**src/rtl/mac_operand_feeder.sv**
```systemverilog
// Operand stage for the 5-tap mac: slides a 5-sample window over the input
// stream and holds a coefficient bank, presenting both under out_valid.
module mac_operand_feeder #(
    parameter int DATA_W = 8
) (
    input  logic              clk,
    input  logic              rst_n,
    input  logic [DATA_W-1:0] in_data,
    input  logic              in_valid,
    output logic              in_ready,
    input  logic              flush,
    input  logic              coef_wr,
    input  logic [2:0]        coef_addr,
    input  logic [DATA_W-1:0] coef_data,
    output logic              coef_ready,
    output logic [DATA_W-1:0] A1,
    output logic [DATA_W-1:0] A2,
    output logic [DATA_W-1:0] A3,
    output logic [DATA_W-1:0] A4,
    output logic [DATA_W-1:0] A5,
    output logic [DATA_W-1:0] c1,
    output logic [DATA_W-1:0] c2,
    output logic [DATA_W-1:0] c3,
    output logic [DATA_W-1:0] c4,
    output logic [DATA_W-1:0] c5,
    output logic              out_valid,
    input  logic              out_ready,
    output logic [2:0]        fill_cnt
);

    localparam int TAPS = 5;

    // Index 0 is the newest sample (A1) / first coefficient (c1).
    logic [TAPS-1:0][DATA_W-1:0] win_q, win_d;
    logic [TAPS-1:0][DATA_W-1:0] coef_q, coef_d;
    logic [2:0]                  fill_q, fill_d;
    logic                        vld_q, vld_d;
    logic                        accept, consume;

    assign in_ready   = (!vld_q || out_ready) && !flush;
    assign coef_ready = !vld_q;
    assign accept     = in_valid && in_ready;
    assign consume    = vld_q && out_ready;

    always_comb begin
        win_d  = win_q;
        fill_d = fill_q;
        vld_d  = vld_q;
        coef_d = coef_q;
        if (flush) begin
            win_d  = '0;
            fill_d = 3'd0;
            vld_d  = 1'b0;
        end else begin
            if (accept) begin
                win_d  = {win_q[TAPS-2:0], in_data};
                fill_d = (fill_q == 3'd5) ? 3'd5 : fill_q + 3'd1;
            end
            if (accept && fill_q >= 3'd4)
                vld_d = 1'b1;
            else if (consume)
                vld_d = 1'b0;
        end
        // Coefficients survive flush; only out_valid gates writes.
        if (coef_wr && coef_ready && coef_addr < 3'd5)
            coef_d[coef_addr] = coef_data;
    end

    always_ff @(posedge clk or negedge rst_n) begin
        if (!rst_n) begin
            win_q  <= '0;
            coef_q <= '0;
            fill_q <= 3'd0;
            vld_q  <= 1'b0;
        end else begin
            win_q  <= win_d;
            coef_q <= coef_d;
            fill_q <= fill_d;
            vld_q  <= vld_d;
        end
    end

    assign A1 = win_q[0];
    assign A2 = win_q[1];
    assign A3 = win_q[2];
    assign A4 = win_q[3];
    assign A5 = win_q[4];
    assign c1 = coef_q[0];
    assign c2 = coef_q[1];
    assign c3 = coef_q[2];
    assign c4 = coef_q[3];
    assign c5 = coef_q[4];
    assign out_valid = vld_q;
    assign fill_cnt  = fill_q;

endmodule

```
**config.mk**
```make
export PLATFORM = sky130hd
export DESIGN_NAME = mac_operand_feeder
export DESIGN_NICKNAME = d
export VERILOG_FILES = /design/src/rtl/mac_operand_feeder.sv
export SDC_FILE = /design/constraint.sdc
export NUM_CORES = 1
export LEC_CHECK = 0
export CAP_MARGIN = 10
export CORE_UTILIZATION = 50
export DETAILED_ROUTE_END_ITERATION = 12
export PLACE_DENSITY = 0.85
export REMOVE_ABC_BUFFERS = 1
export SYNTH_ARGS = -nofsm -noshare
export SYNTH_HDL_FRONTEND = slang
export SYNTH_SLANG_ARGS = --single-unit
```
**constraint.sdc**
```tcl
create_clock -name clk -period 2.4 [get_ports clk]
set_clock_uncertainty 0.1 [all_clocks]
set_input_delay 0.48 -clock clk [delete_from_list [all_inputs] [get_ports clk]]
set_output_delay 0.48 -clock clk [all_outputs]
set_load 0.05 [all_outputs]
```
==> results of run 1 <==
[power by group]
group | switching (mW) | leakage [nW] | internal, mW
clock network | 0.526 | 0.0848 | 0.387
registers | 0.0949 | 1.08 | 1.59
logic | 0.851 | 1.02 | 0.490
total | 1.47 | 2.18 | 2.47
[registers in the layout, summed over array words and instances (netlist names), 8 cells and up]
register	cells
A2	8
A4	8
A3	8
c1	8
c4	8
A5	8
c3	8
c2	8
A1	8
c5	8
[worst reg2reg max path: stages, from the launching register on]
cell and delay (ps):
dfrtp_1 480, nand3b_4 200, nand2b_1 380, mux2_2 380
[placed cells by master (no fill, tap or decap)]
master	count
nand3b_2	3
mux2_2	80
nor2_1	2
nand2b_1	2
nor3b_4	2
nand2_1	2
a21oi_1	4
dfrtp_1	84
buf_4	5
o31ai_1	1
a211oi_1	1
o21bai_1	1
clkbuf_1	1
inv_6	1
clkinv_2	1
clkinv_4	1
inv_8	1
clkdlybuf4s50_1	108
clkinvlp_4	2
buf_12	3
or4_1	2
clkbuf_8	9
nor2b_1	41
nand2_2	1
o21ai_0	1
inv_1	3
nand3b_4	1
[layout make-up]
class / count / area, um^2
Sequential cell: 84 / 2100
Fill cell: 497 / 1860
Multi-Input combinational cell: 144 / 1350
Timing Repair Buffer: 116 / 1180
Clock buffer: 10 / 128
Tap cell: 96 / 120
Clock inverter: 6 / 48.8
Inverter: 3 / 11.3
[layer usage]
| layer | vias up | track usage | wire (um) |
|---|---|---|---|
| met5 | - | 0 | 0 |
| met4 | 0 | 0.0848 | 126 |
| met3 | 11 | 0.0770 | 491 |
| met2 | 71 | 0.339 | 3630 |
| met1 | 1153 | 0.279 | 3210 |
| li1 | 1068 | - | - |
[worst max path at each step]
stage,startpoint,to,slack (ps),cells past startpoint
floorplan,out_valid,A1[0],270,3
global placement,coef_wr,c5[3],260,4
detailed placement,coef_wr,c5[6],170,4
CTS,out_valid,out_valid,100,1
global route,out_valid,out_valid,50,1
finish,out_valid,out_valid,140,1
[logic make-up after synthesis]
logic type	count (synthesis)
AND/OR/NAND/NOR	56
AO/OA/AOI/OAI	8
buffers and inverters	13
flip-flops	84
multiplexers	80
==> metrics, run 1 <==
max-cap violations 0; Post-CTS Setup Bufs 0; DRC violation total after the first TritonRoute iteration 108; total track usage 0.218; Clock Latency Late Sink 350 ps; PortBufs 110; top-count cell post-synth dfrtp_1; grt total ovfl 0; Routed WL per cell 16.2 um; Crit path largest cell delay 850 ps; design area 4930 um^2; r2r startpoint out_valid; cell type of the slowest stage on the worst timing path clkdlybuf4s50_1; # IOs 111; Hold WC Path Type in -> async; vias in the first global route 2388; type of origin of the critical path flop; largest net degree at the start of global routing 45; Synth Register Bits 84; Hold Vio Cnt, Final 1; ant diodes 0; Synth Flop Type dfrtp_1; Simple-Gate Fraction of Synth Area 0.112; Netlist cell types 22; failing checks hold timing; maximum clock rate 442 MHz; hold buffer count at CTS 0; post-route insts no fill 459; number of flops mapped to enable cells by yosys 0; Mapped Area 3530 um^2; RSZ-0062 raised after global routing no; xor and xnor area share after synthesis 0; Final Cycle Share 0.942; CTS tree built; total power 3.94 mW; die area 7400 um^2; Slew Viols, Final 0; Data required, critical path 1820 ps; reg-to-reg endpoint c2[5]; reg2reg path depth 3; root buf cell clkbuf_8; pre-CTS setup slack 173 ps; cells along the critical path clkdlybuf4s50_1; yosys warns 0; VDD IR max 503 uV; Yosys top cell by area dfrtp_1; Post-DRT Antenna Nets 0; DR pass1 iterations 4; num rows 30; Max FO, Critical Path 6; top cell type's share of synthesized area 0.596; overall die height 86.0 um; NumNets Final 383; Post-DP HPWL 5260 um; status complete, but fails checks; Synth Area in Compound Gates 0.0135; main combinational cell family by area after synthesis multiplexers; Via density 5.02; # clock sinks 84; syn_area_per_cell 14.6 um^2; sequential cell area fraction in the yosys report 0.596; Core Util, Final 0.726; Worst Setup End Kind output port; Post-synth top cells 84 x dfrtp_1, 80 x mux2_2, 41 x nor2b_1; leakage 2.18 nW; Layout area overhead 39.8%; final wirelength 7450 um; post-cts resize count 0; GPL Wtd Cong 0.727; Cell Pwr Density 798 nW/um^2; final setup margin 139 ps; first-pass GRT wire length 12100 um; share of layout cells above drive strength 1 0.303; crit path DAT 1680 ps; ranking of synthesized cells by area dfrtp_1 60%, mux2_2 26%, nor2b_1 7.3%, buf_6 1.3%, nor3b_4 1.1%; Post-synth ARST share 1.00; register clock-pin slew on the reported worst setup and hold paths 100 ps; fraction of the mapped netlist area in adder cells 0; dpl cells 443; Placed Area 4760 um^2; CP Buf/Inv Count 1; Initial Utilization 0.519; Tightest Pin Transition 559 ps; Core ar. 6790 um^2; drc violations 0; r2r setup slk 740 ps; Die Wd 86.0 um; TritonCTS Buffers 9; worst setup path class reg -> out; setup TNS 0 ps; Max-slew headroom 0.626; Mapped Cells 241; final setup fails 0; htree depth 3; mux contribution to synthesized area 0.255; clk buf depth 2; crit-path leading delay family buffers and inverters; fin crit period 2260 ps; Min Hold Slack -4.34 ps; Vias 2303; initial antenna violation count 0
No activity file was read; power rests on OpenSTA's default activity.
==> run 2, diff against run 1 <==
GPL_TIMING_DRIVEN = 1   (was default)
SETUP_SLACK_MARGIN = 0.5   (was default)
==> run 2 against run 1 <==
Effect of this change: the flow now finishes without violations; cell count is the same; register-to-register slack gained 30 ps; die area is the same; largest cell class unchanged; clock power is essentially flat; combinational power shrank 9%; non-clock buffer count is the same; routed wire length shrank 0.19%; via count shrank 0.91%.
==> metrics, run 2 (same netlist as run 1, synthesis figures left out) <==
status finished, final reports clean; root buf cell clkbuf_8; num rows 30 (unchanged); max-cap violations 0 (unchanged); Core ar. 6790 um^2 (unchanged); worst setup path class reg -> out; DR WL met2 3640 um (+0.44%); register clock-pin slew on the reported worst setup and hold paths 90 ps (about the same); die area 7400 um^2 (unchanged); Placed Area 4760 um^2 (unchanged); final setup margin 548 ps (+409 ps); r2r setup slk 770 ps (+30 ps); CP Buf/Inv Count 1 (unchanged); cell type of the slowest stage on the worst timing path dlygate4sd2_1; design area 4840 um^2 (-2.0%); routed length on met1 3220 um (+0.34%); leakage 2.41 nW (+10%); # clock sinks 84 (unchanged); Fillers 543 (+9.3%); Max FO, Critical Path 2 (-4); setup TNS 0 ps (unchanged); Cell Pwr Density 787 nW/um^2 (-1.4%); Initial Utilization 0.519 (unchanged); share of layout cells above drive strength 1 0.328 (+0.0248); first-pass GRT wire length 12200 um (+0.34%); hold buffer count at CTS 0 (unchanged); Final Cycle Share 0.772 (-0.170); Worst Setup End Kind output port; reg-to-reg endpoint c5[6]; crit-path leading delay family buffers and inverters; RSZ-0062 raised after global routing no; post-route insts no fill 459 (unchanged); drc violations 0 (unchanged); crit path DAT 1270 ps (-410 ps); routed length on met3 476 um (-3.1%); fin crit period 1850 ps (-409 ps); initial antenna violation count 0 (unchanged); VDD IR max 488 uV (-3.0%); NumNets Final 383 (unchanged); type of origin of the critical path flop; Vias 2282 (-0.91%); GPL Wtd Cong 0.727 (unchanged); Layout area overhead 37.1%; total track usage 0.218 (+0.000836); vias in the first global route 2392 (+0.17%); Data required, critical path 1820 ps (about the same); pre-CTS setup slack 173 ps (unchanged); Tightest Pin Transition 559 ps (-0.0876 ps); Post-DRT Antenna Nets 0 (unchanged); commonest cells after routing, fill and taps aside 83 x dfrtp_1, 80 x mux2_2, 70 x dlygate4sd2_1; Max-slew headroom 0.628 (+0.00123); Die Wd 86.0 um (unchanged); largest net degree at the start of global routing 45 (unchanged); Hold Vio Cnt, Final 0 (-1); htree depth 3 (unchanged); Via density 4.97 (-0.91%); Post-DP HPWL 5260 um (unchanged); clk buf depth 2 (unchanged); DRC violation total after the first TritonRoute iteration 101 (-6.5%); cells along the critical path dlygate4sd2_1; dpl cells 443 (unchanged); Slew Viols, Final 0 (unchanged); PortBufs 110 (unchanged); CTS tree built; TritonCTS Buffers 9 (unchanged); maximum clock rate 540 MHz (+22%); Clock Latency Late Sink 350 ps (about the same); Crit path largest cell delay 550 ps (-300 ps); reg2reg path depth 3 (unchanged); Post-CTS Setup Bufs 0 (unchanged); r2r startpoint out_valid; Hold WC Path Type in -> async; max layer used met4; grt total ovfl 0 (unchanged); DR pass1 iterations 6 (+2); final wirelength 7440 um (-0.19%); ant diodes 0 (unchanged); # IOs 111 (unchanged); Routed WL per cell 16.2 um (-0.19%); Min Hold Slack 2.50 ps (+6.84 ps); overall die height 86.0 um (unchanged); final setup fails 0 (unchanged); most common cell after layout, fill and taps aside dfrtp_1
run 2: area by class of cell:
| cell class | count | area [um^2] | area share |
|---|---|---|---|
| clock buffer | 10 | 128 | 0.0264 |
| clock inverter | 6 | 48.8 | 0.0101 |
| inverter | 3 | 11.3 | 0.00233 |
| multi-input combinational | 144 | 1360 | 0.280 |
| sequential | 84 | 2100 | 0.435 |
| tap | 96 | 120 | 0.0248 |
| timing repair buffer | 116 | 1070 | 0.221 |
run 2: what timing repair did:
action	in CTS	in global routing
endpoints found under the setup margin	86	16
gates resized for setup	93	20
cloned	0	0
run 2: stage by stage:
| stage | util | total power, mW |
|---|---|---|
| floorplan | - | 2.54 |
| global placement | 0.700 | 3.04 |
| detailed placement | 0.700 | 3.06 |
| CTS | 0.712 | 3.84 |
| global route | 0.712 | 3.96 |
| finish | 0.712 | 3.80 |
run 2: report_power, final:
| part | switching [mW] | total, mW | leakage (nW) | internal [mW] |
|---|---|---|---|---|
| combinational | 0.852 | 1.22 | 1.25 | 0.365 |
| sequential | 0.0884 | 1.68 | 1.08 | 1.59 |
| clock | 0.523 | 0.910 | 0.0848 | 0.387 |
| total | 1.46 | 3.80 | 2.41 | 2.34 |
run 2: worst max path at each step:
stage | from | end | cells after the start
detailed placement | coef_wr | c5[6] | 4
CTS | out_valid | out_valid | 1
global route | A4[1] | A4[1] | 1
global placement | coef_wr | c5[3] | 4
floorplan | out_valid | A1[0] | 3
finish | c5[6] | c5[6] | 1
run 2: routing by layer:
layer,vias to the layer above,global-route usage
met5,-,0
met2,64,0.347
met4,0,0.0803
li1,1066,-
met1,1143,0.276
met3,9,0.0780
==> run 3, diff against run 2 <==
CORE_UTILIZATION = 46   (was 50)
PLACE_DENSITY = 0.79   (was 0.85)
clock period = 1.8 ns   (was 2.4 ns; I/O delays follow)
==> run 3 against run 2 <==
Effect of this change: cell count grew 14%; final area grew 20%; clock power grew 78%; power grew 59%; critical path type is now reg -> reg.
==> metrics, run 3 (same netlist as run 1, synthesis figures left out) <==
max layer used met4; Max FO, Critical Path 8 (+6); VDD IR max 525 uV (+7.5%); post-route insts no fill 525 (+14%); setup TNS 0 ps (unchanged); routed length on met3 570 um (+20%); Max-slew headroom 0.748 (+0.121); Hold WC Path Type in -> async; Net Switching 2.08 mW (+42%); design area 5820 um^2 (+20%); type of origin of the critical path flop; initial antenna violation count 0 (unchanged); Placed Area 4660 um^2 (-2.0%); most common cell after layout, fill and taps aside buf_6; GPL Wtd Cong 0.718 (-1.2%); share of layout cells above drive strength 1 0.624 (+0.297); RSZ-0062 raised after global routing yes; Post-DRT Antenna Nets 0 (unchanged); Logic pwr share 0.349 (+0.029); Fillers 411 (-24%); drc violations 0 (unchanged); clock power share 0.269 (+0.030); Worst Setup End Kind flop; Vias 2570 (+13%); total track usage 0.226 (+0.00739); htree depth 3 (unchanged); Reg area 2100 um^2 (about the same); grt total ovfl 0 (unchanged); maximum clock rate 614 MHz; reg2reg path depth 5 (+2); Sequential Power Share 0.382 (-0.059); Core ar. 7330 um^2 (+7.9%); Via density 4.90 (-1.5%); Pint 3.95 mW (+69%); status finished, final reports clean; Routed WL per cell 17.0 um (+4.7%); # clock sinks 84 (unchanged); overall die height 89.6 um (+4.2%); DRC violation total after the first TritonRoute iteration 54 (-47%); final wirelength 8910 um (+20%); NumNets Final 446 (+16%); leakage 2.85 nW (+18%); vias in the first global route 2601 (+8.7%); crit path DAT 1770 ps (+500 ps); Post-DP HPWL 5220 um (-0.71%); Final Cycle Share 0.904; Clock Latency Late Sink 350 ps (about the same); commonest cells after routing, fill and taps aside 91 x buf_6, 82 x dfrtp_1, 72 x mux2_2; register clock-pin slew on the reported worst setup and hold paths 90 ps (about the same); Cell Pwr Density 1040 nW/um^2 (+32%); worst setup path class reg -> reg; fin crit period 1630 ps; clk buf depth 2 (unchanged); Hold Vio Cnt, Final 0 (unchanged); Slew Viols, Final 0 (unchanged); num rows 31 (+3.3%); PortBufs 110 (unchanged); Die Wd 89.6 um (+4.2%); # IOs 111 (unchanged); first-pass GRT wire length 13200 um (+8.6%); Tightest Pin Transition 378 ps (-181 ps); DR WL met2 4520 um (+24%); largest net degree at the start of global routing 39 (-13%); Layout area overhead 65.0%; routed length on met1 3670 um (+14%); die area 8020 um^2 (+8.5%); Data required, critical path 1940 ps (+120 ps); Initial Utilization 0.481 (-0.0380); CTS tree built; DR pass1 iterations 4 (-2); multi-input logic area 1450 um^2 (+6.8%); dpl cells 456 (+2.9%); final setup fails 0 (unchanged); switching share of power 0.345 (-0.0399); Min Hold Slack 362 ps (+359 ps); TritonCTS Buffers 9 (unchanged); max-cap violations 0 (unchanged); root buf cell clkbuf_8; ant diodes 0 (unchanged)
==> run 3: changes by cell type in the layout (fill, tap and decap cells not counted), moves of 2 or more <==
cell	before	now
buf_16	0	3
buf_6	0	91
mux2_2	80	72
buf_12	3	7
clkdlybuf4s15_1	10	0
dlygate4sd2_1	70	4
nand3b_4	1	4
clkdlybuf4s50_1	21	19
bufinv_16	0	3
nand3b_2	3	0
buf_4	5	53
clkbuf_2	5	0
mux2_4	0	8
==> run 3: layer usage <==
metal	GRT usage	vias up
met4	0.101	0
met5	0	-
met2	0.389	92
met3	0.0594	16
met1	0.265	1262
li1	-	1200
==> run 3: path summary, 6_finish.rpt <==
check	from	slack, ps	to
max	out_valid	170	c4[3]
min	rst_n	360	c5[0]
max reg2reg	out_valid	170	c4[3]
min reg2reg	c1[6]	430	c1[6]
max in group asynchronous	rst_n	630	c5[7]
min in group clk	in_valid	390	out_valid
==> run 3: through the flow <==
stage	setup slack, ps	utilization	total power [mW]
final	172	0.794	6.03
after global routing	134	0.794	6.26
after CTS	166	0.769	5.96
after detailed placement	-217	0.636	4.01
after global placement	-193	0.636	3.98
after floorplan	-331	-	3.38
==> run 3: worst max-delay path, cell delays in order, from the launching register on <==
cell and delay, ps:
dfrtp_2 420, buf_6 140, nand3b_4 160, nor3b_4 220
buf_12 170, mux2_4 310
==> run 3: area by class of cell <==
cell class | instances | share of cell area
sequential | 84 | 0.361
tap | 99 | 0.0213
multi-input combinational | 144 | 0.249
clock inverter | 6 | 0.0191
clock buffer | 10 | 0.0219
timing repair buffer | 179 | 0.326
inverter | 3 | 0.00193
==> run 3: repair_timing <==
item / CTS / global route
resized for setup: 117 / 7
endpoints found under the setup margin: 169 / 169
hold buffers: 1 / 0
pin swaps: 6 / 2
setup buffers: 28 / 21
hold endpoints to repair: 26 / 0
cloned: 3 / 0
==> run 3: power groups by stage <==
stage	clock, mW	sequential [mW]	combinational (mW)
finish	1.62	2.30	2.11
detailed placement	0	2.29	1.72
global route	1.72	2.33	2.21
floorplan	0	3.10	0.277
CTS	1.65	2.29	2.02
global placement	0	2.28	1.70
